## src/rtl/mem_arb_pkg.sv

```systemverilog
// Shared types for the data-memory arbiter: access owner, read-return state
// and the default starvation limit.
package mem_arb_pkg;

    typedef enum logic [1:0] {
        NONE = 2'd0,
        CPU  = 2'd1,
        LDR  = 2'd2
    } owner_t;

    typedef enum logic [1:0] {
        IDLE   = 2'd0,
        RD_CPU = 2'd1,
        RD_LDR = 2'd2
    } rd_state_t;

    localparam int STARVE_LIMIT_DEF = 4;

endpackage

```

## src/rtl/mem_arbiter.sv

```systemverilog
// Single-port data-memory arbiter between the CPU MEM stage and a loader/debug
// port. CPU has priority, but the loader is forced through after STARVE_LIMIT denials.
module mem_arbiter
    import mem_arb_pkg::*;
#(
    parameter int STARVE_LIMIT = STARVE_LIMIT_DEF
) (
    input  logic        clk,
    input  logic        rst_n,
    input  logic        cpu_re,
    input  logic        cpu_we,
    input  logic [15:0] cpu_addr,
    input  logic [15:0] cpu_wdata,
    output logic        cpu_stall,
    output logic [15:0] cpu_rdata,
    output logic        cpu_rvalid,
    input  logic        ldr_req,
    input  logic        ldr_we,
    input  logic [15:0] ldr_addr,
    input  logic [15:0] ldr_wdata,
    output logic        ldr_gnt,
    output logic [15:0] ldr_rdata,
    output logic        ldr_rvalid,
    output logic [15:0] mem_addr,
    output logic [15:0] mem_wdata,
    output logic        mem_re,
    output logic        mem_we,
    input  logic [15:0] mem_rdata
);

    localparam int            CW    = $clog2(STARVE_LIMIT + 1);
    localparam logic [CW-1:0] LIMIT = CW'(STARVE_LIMIT);

    logic            w_cpu_req;
    logic            w_cpu_rd;
    owner_t          w_owner;
    rd_state_t       r_rd_state;
    logic [CW-1:0]   r_starve_cnt;

    assign w_cpu_req = cpu_re | cpu_we;
    assign w_cpu_rd  = cpu_re & ~cpu_we;

    // Owner is forced to NONE while reset is held so every grant output is quiet.
    always_comb begin
        w_owner = NONE;
        if (!rst_n)
            w_owner = NONE;
        else if (ldr_req && (r_starve_cnt == LIMIT))
            w_owner = LDR;
        else if (w_cpu_req)
            w_owner = CPU;
        else if (ldr_req)
            w_owner = LDR;
    end

    always_comb begin
        mem_addr  = 16'd0;
        mem_wdata = 16'd0;
        mem_re    = 1'b0;
        mem_we    = 1'b0;
        case (w_owner)
            CPU: begin
                mem_addr  = cpu_addr;
                mem_wdata = cpu_wdata;
                mem_re    = w_cpu_rd;
                mem_we    = cpu_we;
            end
            LDR: begin
                mem_addr  = ldr_addr;
                mem_wdata = ldr_wdata;
                mem_re    = ~ldr_we;
                mem_we    = ldr_we;
            end
            default: ;
        endcase
    end

    assign cpu_stall  = rst_n & w_cpu_req & (w_owner != CPU);
    assign ldr_gnt    = (w_owner == LDR);
    assign cpu_rvalid = (r_rd_state == RD_CPU);
    assign ldr_rvalid = (r_rd_state == RD_LDR);
    assign cpu_rdata  = mem_rdata;
    assign ldr_rdata  = mem_rdata;

    always_ff @(posedge clk or negedge rst_n) begin
        if (!rst_n) begin
            r_starve_cnt <= '0;
        end else if (w_owner == LDR) begin
            r_starve_cnt <= '0;
        end else if (ldr_req && (w_owner == CPU) && (r_starve_cnt != LIMIT)) begin
            r_starve_cnt <= r_starve_cnt + CW'(1);
        end
    end

    // Read-return tracker: remembers who owns the data arriving next cycle.
    always_ff @(posedge clk or negedge rst_n) begin
        if (!rst_n) begin
            r_rd_state <= IDLE;
        end else begin
            if ((w_owner == CPU) && w_cpu_rd)
                r_rd_state <= RD_CPU;
            else if ((w_owner == LDR) && !ldr_we)
                r_rd_state <= RD_LDR;
            else
                r_rd_state <= IDLE;
        end
    end

endmodule

```

## config.mk

```make
export PLATFORM = sky130hd
export DESIGN_NAME = mem_arbiter
export DESIGN_NICKNAME = d
export VERILOG_FILES = /design/src/rtl/mem_arb_pkg.sv /design/src/rtl/mem_arbiter.sv
export SDC_FILE = /design/constraint.sdc
export NUM_CORES = 1
export LEC_CHECK = 0
export ABC_CLOCK_PERIOD_IN_PS = 2200
export CORE_MARGIN = 2
export CORE_UTILIZATION = 23
export CTS_CLUSTER_SIZE = 14
export DETAILED_ROUTE_END_ITERATION = 10
export HOLD_SLACK_MARGIN = 0.06
export PLACE_DENSITY = 0.82
export SLEW_MARGIN = 15
export SYNTH_ARGS = -nofsm -noshare
export SYNTH_HDL_FRONTEND = slang
export SYNTH_SLANG_ARGS = --single-unit
```

## constraint.sdc

```tcl
create_clock -name clk -period 2.2 [get_ports clk]
set_input_delay 0.22 -clock clk [delete_from_list [all_inputs] [get_ports clk]]
set_output_delay 0.22 -clock clk [all_outputs]
set_load 0.005 [all_outputs]
```

# Word-level counts from Yosys, hierarchy flattened
# Index checks and enable logic that the tools add are counted.
[totals]
ff_bits = 5
latch_bits = 0
ram_bits = 0
rom_bits = 0
in_bits = 86
word_cells = 35
mem_count = 0
[op_classes]
n_addsub = 1
n_mul = 0
div = 0
n_lt_le_gt_ge = 0
eq_ne = 7
shifts = 0
muxes = 12
bitwise = 6
reduce_logical = 7
[ops]
columns = ["op", "count"]
rows = [
  ["$pmux W16 S2", 2],
  ["$mux W2", 6],
  ["$mux W3", 2],
  ["$logic_and A1 B1 Y1", 5],
  ["$eq A2 B1 Y1 const B", 2],
  ["$eq A2 B2 Y1 const B", 2],
  ["$pmux W1 S2", 2],
  ["$add A3 B1 Y3 const B", 1],
  ["$and A1 B1 Y1", 3],
  ["$eq A3 B3 Y1 const B", 1],
  ["$ne A3 B3 Y1 const B", 1],
  ["$ne A2 B1 Y1 const B", 1],
  ["$not A1 Y1", 2],
  ["$reduce_bool A2 Y1", 1],
  ["$logic_not A1 Y1", 1],
  ["$or A1 B1 Y1", 1],
]

# Depth between registers and ports, before layout
[depth]
word_depth = 9
depth_mapped = 9
depth_no_buf = 8

# Least setup slack after synthesis
# Ideal clock, no wire load.
[synth_path]
path_kind = "flip-flop to output port"
start = "reg r_starve_cnt[0]"
end = "out mem_addr[12]"
arrival_time_ns = 1.580
required_ns = 1.980
path_slack_ns = 0.400
stages_incl_launch_ff = 9
n_path_buf = 2
cell_sequence = "dfrtp_1 inv_1 ha_1 o2bb2ai_1 nand3_1 ha_1 buf_2 clkbuf_1 nor2_1"
[synth_between]
elab_chain_len = 6
elab_cells_between_ends = 7
classes_between = "eq/ne: 3; mux: 3; reduce/logical: 1"
[synth_lines]
columns = ["item", "line", "text"]
rows = [
  ["from (decl)", "mem_arbiter.sv:38", "logic [CW-1:0] r_starve_cnt;"],
  ["from (signal assigned)", "mem_arbiter.sv:91", "r_starve_cnt <= r_starve_cnt + CW'(1);"],
  ["$eq A3 B3 Y1 *", "mem_arbiter.sv:48", "else if (ldr_req && (r_starve_cnt == LIMIT))"],
  ["$logic_and A1 B1 Y1 *", "mem_arbiter.sv:48", ""],
  ["$mux W2 *", "mem_arbiter.sv:48", ""],
  ["$mux W2 *", "mem_arbiter.sv:46", "if (!rst_n)"],
  ["$eq A2 B2 Y1 or $eq A2 B1 Y1 (tied branches)", "mem_arbiter.sv:61", "case (w_owner)"],
  ["$pmux W16 S2 *", "mem_arbiter.sv:61", ""],
  ["to (decl)", "mem_arbiter.sv:24", "output logic [15:0] mem_addr,"],
]
# Mark *: on every way between the ends. The rest lies on a longest branch, timed or not.

# Worst setup path in the final report
[layout_path]
start = "reg r_starve_cnt[1]"
end = "out mem_wdata[10]"
[layout_between]
elab_chain_len = 6
elab_cells_between_ends = 7
classes_between = "eq/ne: 3; mux: 3; reduce/logical: 1"
[layout_lines]
columns = ["item", "line", "text"]
rows = [
  ["$eq A3 B3 Y1 *", "mem_arbiter.sv:48", ""],
  ["$logic_and A1 B1 Y1 *", "mem_arbiter.sv:48", ""],
  ["$mux W2 *", "mem_arbiter.sv:48", ""],
  ["$mux W2 *", "mem_arbiter.sv:46", ""],
  ["$eq A2 B2 Y1 or $eq A2 B1 Y1 (tied branches)", "mem_arbiter.sv:61", ""],
  ["$pmux W16 S2 *", "mem_arbiter.sv:61", ""],
  ["to (decl)", "mem_arbiter.sv:25", "output logic [15:0] mem_wdata,"],
]
# Marked as above.

==> flow_results.xml <==
<?xml version="1.0" encoding="UTF-8"?>
<metrics>
  <group name="outcome">
    <metric name="run_status" unit="">finished, final reports clean</metric>
  </group>
  <group name="timing">
    <metric name="layout_worst_path_cycle_share" unit="">0.992</metric>
    <metric name="worst_slew_margin_rel" unit="">0.818</metric>
    <metric name="grt_setup_unrepaired" unit="">yes</metric>
    <metric name="max_clock_freq" unit="MHz">458</metric>
    <metric name="finalMaxSlewViolations" unit="">0</metric>
    <metric name="setup_total_negative_slack" unit="ns">0</metric>
    <metric name="worst_hold_slack" unit="ns">0.353</metric>
    <metric name="clock-skew-final" unit="ns">0.000953</metric>
    <metric name="worst_margin_pin_slew" unit="ns">0.272</metric>
    <metric name="timing.final.hold_violations" unit="">0</metric>
    <metric name="finalWorstPathRequiredPeriod" unit="ns">2.18</metric>
    <metric name="setup-violations-final" unit="">0</metric>
    <metric name="post-route-worst-setup-slack" unit="ns">0.0175</metric>
  </group>
  <group name="critical_path">
    <metric name="crit_slowest_cell" unit="">sky130_fd_sc_hd__dfrtp_1</metric>
    <metric name="critical_path.cell_chain" unit="">inv_2, ha_4, o2bb2ai_4, nor2b_4, ha_4, buf_4, buf_6, a22oi_2, nor2_1, dlygate4sd2_1</metric>
    <metric name="slowest_delay" unit="ns">0.36</metric>
    <metric name="critical_path.startpoint_type" unit="">flip-flop</metric>
    <metric name="arrival" unit="ns">1.96</metric>
    <metric name="r2r_cells" unit="">8</metric>
    <metric name="timing.critical_path.fanout_max" unit="">6</metric>
    <metric name="timing.critical_path.to_type" unit="">primary output</metric>
    <metric name="cp_data_required_time" unit="ns">1.98</metric>
    <metric name="class_of_the_most_critical_setup_path" unit="">flip-flop to primary output</metric>
    <metric name="critical_path.most_common_cell" unit="">sky130_fd_sc_hd__ha_4</metric>
  </group>
  <group name="hold_path">
    <metric name="class_of_the_tightest_hold_or_removal_check" unit="">input port to async pin</metric>
  </group>
  <group name="cts">
    <metric name="numClockSinks" unit="">5</metric>
    <metric name="cts_hold_repair.buffers" unit="">0</metric>
    <metric name="worstSkewPairLatency" unit="ns">0.22</metric>
    <metric name="cts_buffers" unit="">3</metric>
    <metric name="clock_tree.buffer_depth" unit="">2</metric>
    <metric name="clk_transition_reported_paths" unit="ns">0.03</metric>
    <metric name="cts_tree" unit="">built</metric>
    <metric name="clockRootBuffer" unit="">sky130_fd_sc_hd__clkbuf_8</metric>
    <metric name="htree_num_levels" unit="">1</metric>
  </group>
  <group name="synthesis">
    <metric name="netlist_instances" unit="">143</metric>
    <metric name="synth_largest_type_area_fraction" unit="">0.253</metric>
    <metric name="postSynthAreaPerCell" unit="sq um">7.06</metric>
    <metric name="postSynthNetCount" unit="">234</metric>
    <metric name="mappedNetlistArea" unit="sq um">1010</metric>
    <metric name="synth.top_cells.by_area" unit="">sky130_fd_sc_hd__buf_4 (25%), sky130_fd_sc_hd__a22oi_1 (25%), sky130_fd_sc_hd__nor2_1 (13%)</metric>
    <metric name="synthDistinctLibCells" unit="">22</metric>
    <metric name="yosysTopAreaCell" unit="">sky130_fd_sc_hd__buf_4</metric>
    <metric name="synth-seq-cells" unit="">5</metric>
    <metric name="synth_seq_area_share" unit="">0.124</metric>
    <metric name="yosys_warnings" unit="">0</metric>
  </group>
  <group name="route">
    <metric name="detail_route.drc_violations" unit="">0</metric>
    <metric name="post_route_wl" unit="microns">4430</metric>
    <metric name="wl_per_cell" unit="microns">14.9</metric>
    <metric name="detailedRoute.firstIterationViolations" unit="">27</metric>
    <metric name="avgViaCountPerCell" unit="">4.71</metric>
    <metric name="postRouteAntennaNets" unit="">0</metric>
    <metric name="drt_pre_antenna_iters" unit="">4</metric>
    <metric name="route.vias.total" unit="">1400</metric>
  </group>
  <group name="cells_and_area">
    <metric name="finish.net_count" unit="">337</metric>
    <metric name="syn_to_final_growth" unit="%">129</metric>
    <metric name="mostFrequentLayoutCells" unit="">sky130_fd_sc_hd__clkdlybuf4s50_1 (69), sky130_fd_sc_hd__nor2_1 (36), sky130_fd_sc_hd__buf_4 (23), sky130_fd_sc_hd__a22oi_2 (19), sky130_fd_sc_hd__clkbuf_2 (16)</metric>
    <metric name="num_antenna_cells" unit="">0</metric>
    <metric name="layout.filler_cells" unit="">430</metric>
    <metric name="share_of_post_route_cells_with_drive_strength_above_1" unit="">0.384</metric>
    <metric name="mostFrequentLayoutCell" unit="">sky130_fd_sc_hd__clkdlybuf4s50_1</metric>
  </group>
  <group name="die">
    <metric name="placement_rows" unit="">24</metric>
    <metric name="chipHeight" unit="microns">70.3</metric>
    <metric name="boundaryPins" unit="">156</metric>
    <metric name="initial_cell_density_of_the_core" unit="">0.235</metric>
    <metric name="core_area" unit="sq um">4290</metric>
    <metric name="dieArea" unit="sq um">4940</metric>
    <metric name="die-width" unit="microns">70.3</metric>
  </group>
  <group name="pwr">
    <metric name="irDropWorstVdd" unit="V">0.000420</metric>
    <metric name="p_per_area" unit="nW/um^2">473</metric>
    <metric name="power.leakage" unit="nW">1.03</metric>
  </group>
  <group name="placed_design">
    <metric name="post-dp-hpwl" unit="microns">3050</metric>
    <metric name="port_buffers" unit="">107</metric>
    <metric name="dp_slack" unit="ns">-0.311</metric>
    <metric name="place.gp.congestion" unit="">0.758</metric>
  </group>
  <group name="global_route">
    <metric name="globalRouteOverflowTotal" unit="">0</metric>
    <metric name="grtUsageTotal" unit="">0.169</metric>
    <metric name="grt_first_pass_wirelength" unit="microns">6870</metric>
    <metric name="grt_pass1_vias" unit="">1449</metric>
    <metric name="maximum_number_of_pins_on_one_net_before_global_route_repair" unit="">27</metric>
    <metric name="antenna_found_initial" unit="">0</metric>
  </group>
  <group name="job">
    <metric name="max-cap-violations" unit="">0</metric>
  </group>
</metrics>
-- worst paths after layout --
kind,start,end,slack [ns]
setup / recovery,r_starve_cnt[1],mem_wdata[10],0.02
hold / removal,rst_n,r_rd_state[1],0.35
min in group clk,mem_rdata[13],ldr_rdata[13],0.44
hold reg to reg,r_starve_cnt[0],r_starve_cnt[0],0.60
setup reg to reg,r_starve_cnt[1],r_starve_cnt[2],0.31
max in group asynchronous,rst_n,r_starve_cnt[0],1.72
-- where the power goes --
| part | switching (mW) | internal, mW | total (mW) |
|---|---|---|---|
| Combinational | 0.306 | 0.467 | 0.773 |
| Sequential | 0.0308 | 0.122 | 0.153 |
| Clock | 0.0431 | 0.124 | 0.167 |
-- synth_stat cells --
master and count:
sky130_fd_sc_hd__inv_1 3, sky130_fd_sc_hd__nor2b_1 3, sky130_fd_sc_hd__clkbuf_1 2, sky130_fd_sc_hd__a31o_2 1, sky130_fd_sc_hd__nand3b_1 1, sky130_fd_sc_hd__buf_4 34
sky130_fd_sc_hd__nand2b_1 2, sky130_fd_sc_hd__nand3_1 1, sky130_fd_sc_hd__dfrtp_1 5, sky130_fd_sc_hd__a22oi_1 33, sky130_fd_sc_hd__a21oi_1 1, sky130_fd_sc_hd__or3b_1 1
sky130_fd_sc_hd__ha_1 5, sky130_fd_sc_hd__buf_2 7, sky130_fd_sc_hd__nor2_1 36, sky130_fd_sc_hd__mux2_1 1, sky130_fd_sc_hd__mux2i_1 1, sky130_fd_sc_hd__o2bb2ai_1 2
sky130_fd_sc_hd__o21ai_0 1, sky130_fd_sc_hd__a31oi_1 1, sky130_fd_sc_hd__nand2_2 1, sky130_fd_sc_hd__o211ai_1 1
-- kinds of logic after synthesis --
| family | after synthesis | synth area share |
|---|---|---|
| AND/OR/NAND/NOR | 45 | 0.192 |
| multiplexers | 2 | 0.0211 |
| adder cells (fa/ha/maj) | 5 | 0.0620 |
| buffers and inverters | 46 | 0.306 |
| AO/OA/AOI/OAI | 40 | 0.295 |
| flip-flops | 5 | 0.124 |
-- metal layers --
| layer | vias to the layer above | part of all wire | global-route usage |
|---|---|---|---|
| met5 | - | 0 | 0 |
| met4 | 0 | 0.023 | 0.0726 |
| met3 | 18 | 0.087 | 0.0390 |
| met2 | 78 | 0.53 | 0.295 |
| met1 | 626 | 0.36 | 0.197 |
| li1 | 678 | - | - |
-- layout make-up --
cell class                 count  area [sq um]  share of cell area
multi-input combinational     92           771               0.334
tap                           52          65.1              0.0282
timing repair buffer         141          1290               0.559
sequential                     5           125              0.0542
clock buffer                   4          45.0              0.0195
inverter                       3          11.3             0.00488
-- flip-flops by register name, indices dropped and copies added, names as in the netlist --
name          cells
r_rd_state        2
r_starve_cnt      3
-- through the flow --
| step | cells | power (mW) | util | area, sq um |
|---|---|---|---|---|
| 2_1_floorplan | 143 | 0.431 | - | 1010 |
| 3_3_place_gp | 275 | 0.726 | 0.464 | 1990 |
| 3_5_place_dp | 275 | 0.743 | 0.464 | 1990 |
| 4_1_cts | 291 | 1.01 | 0.518 | 2220 |
| 5_1_grt | 297 | 1.17 | 0.538 | 2310 |
| 6_report | 297 | 1.09 | 0.538 | 2310 |
-- worst max-delay path: cells and delay by family (launching register included) --
kind	cells	cell delay, ns
buffers and inverters	4	0.58
AND/OR/NAND/NOR	2	0.19
flip-flops	1	0.36
AO/OA/AOI/OAI	2	0.26
adder cells (fa/ha/maj)	2	0.36
-- repair_timing --
| item | 4_1_cts | 5_1_grt |
|---|---|---|
| hold endpoints to repair | 0 | 0 |
| pin swaps | 4 | 7 |
| setup buffers | 8 | 5 |
| setup endpoints to repair | 36 | 33 |
| gates cloned | 4 | 1 |
| resized for setup | 84 | 66 |
(Power assumes the default switching activity.)
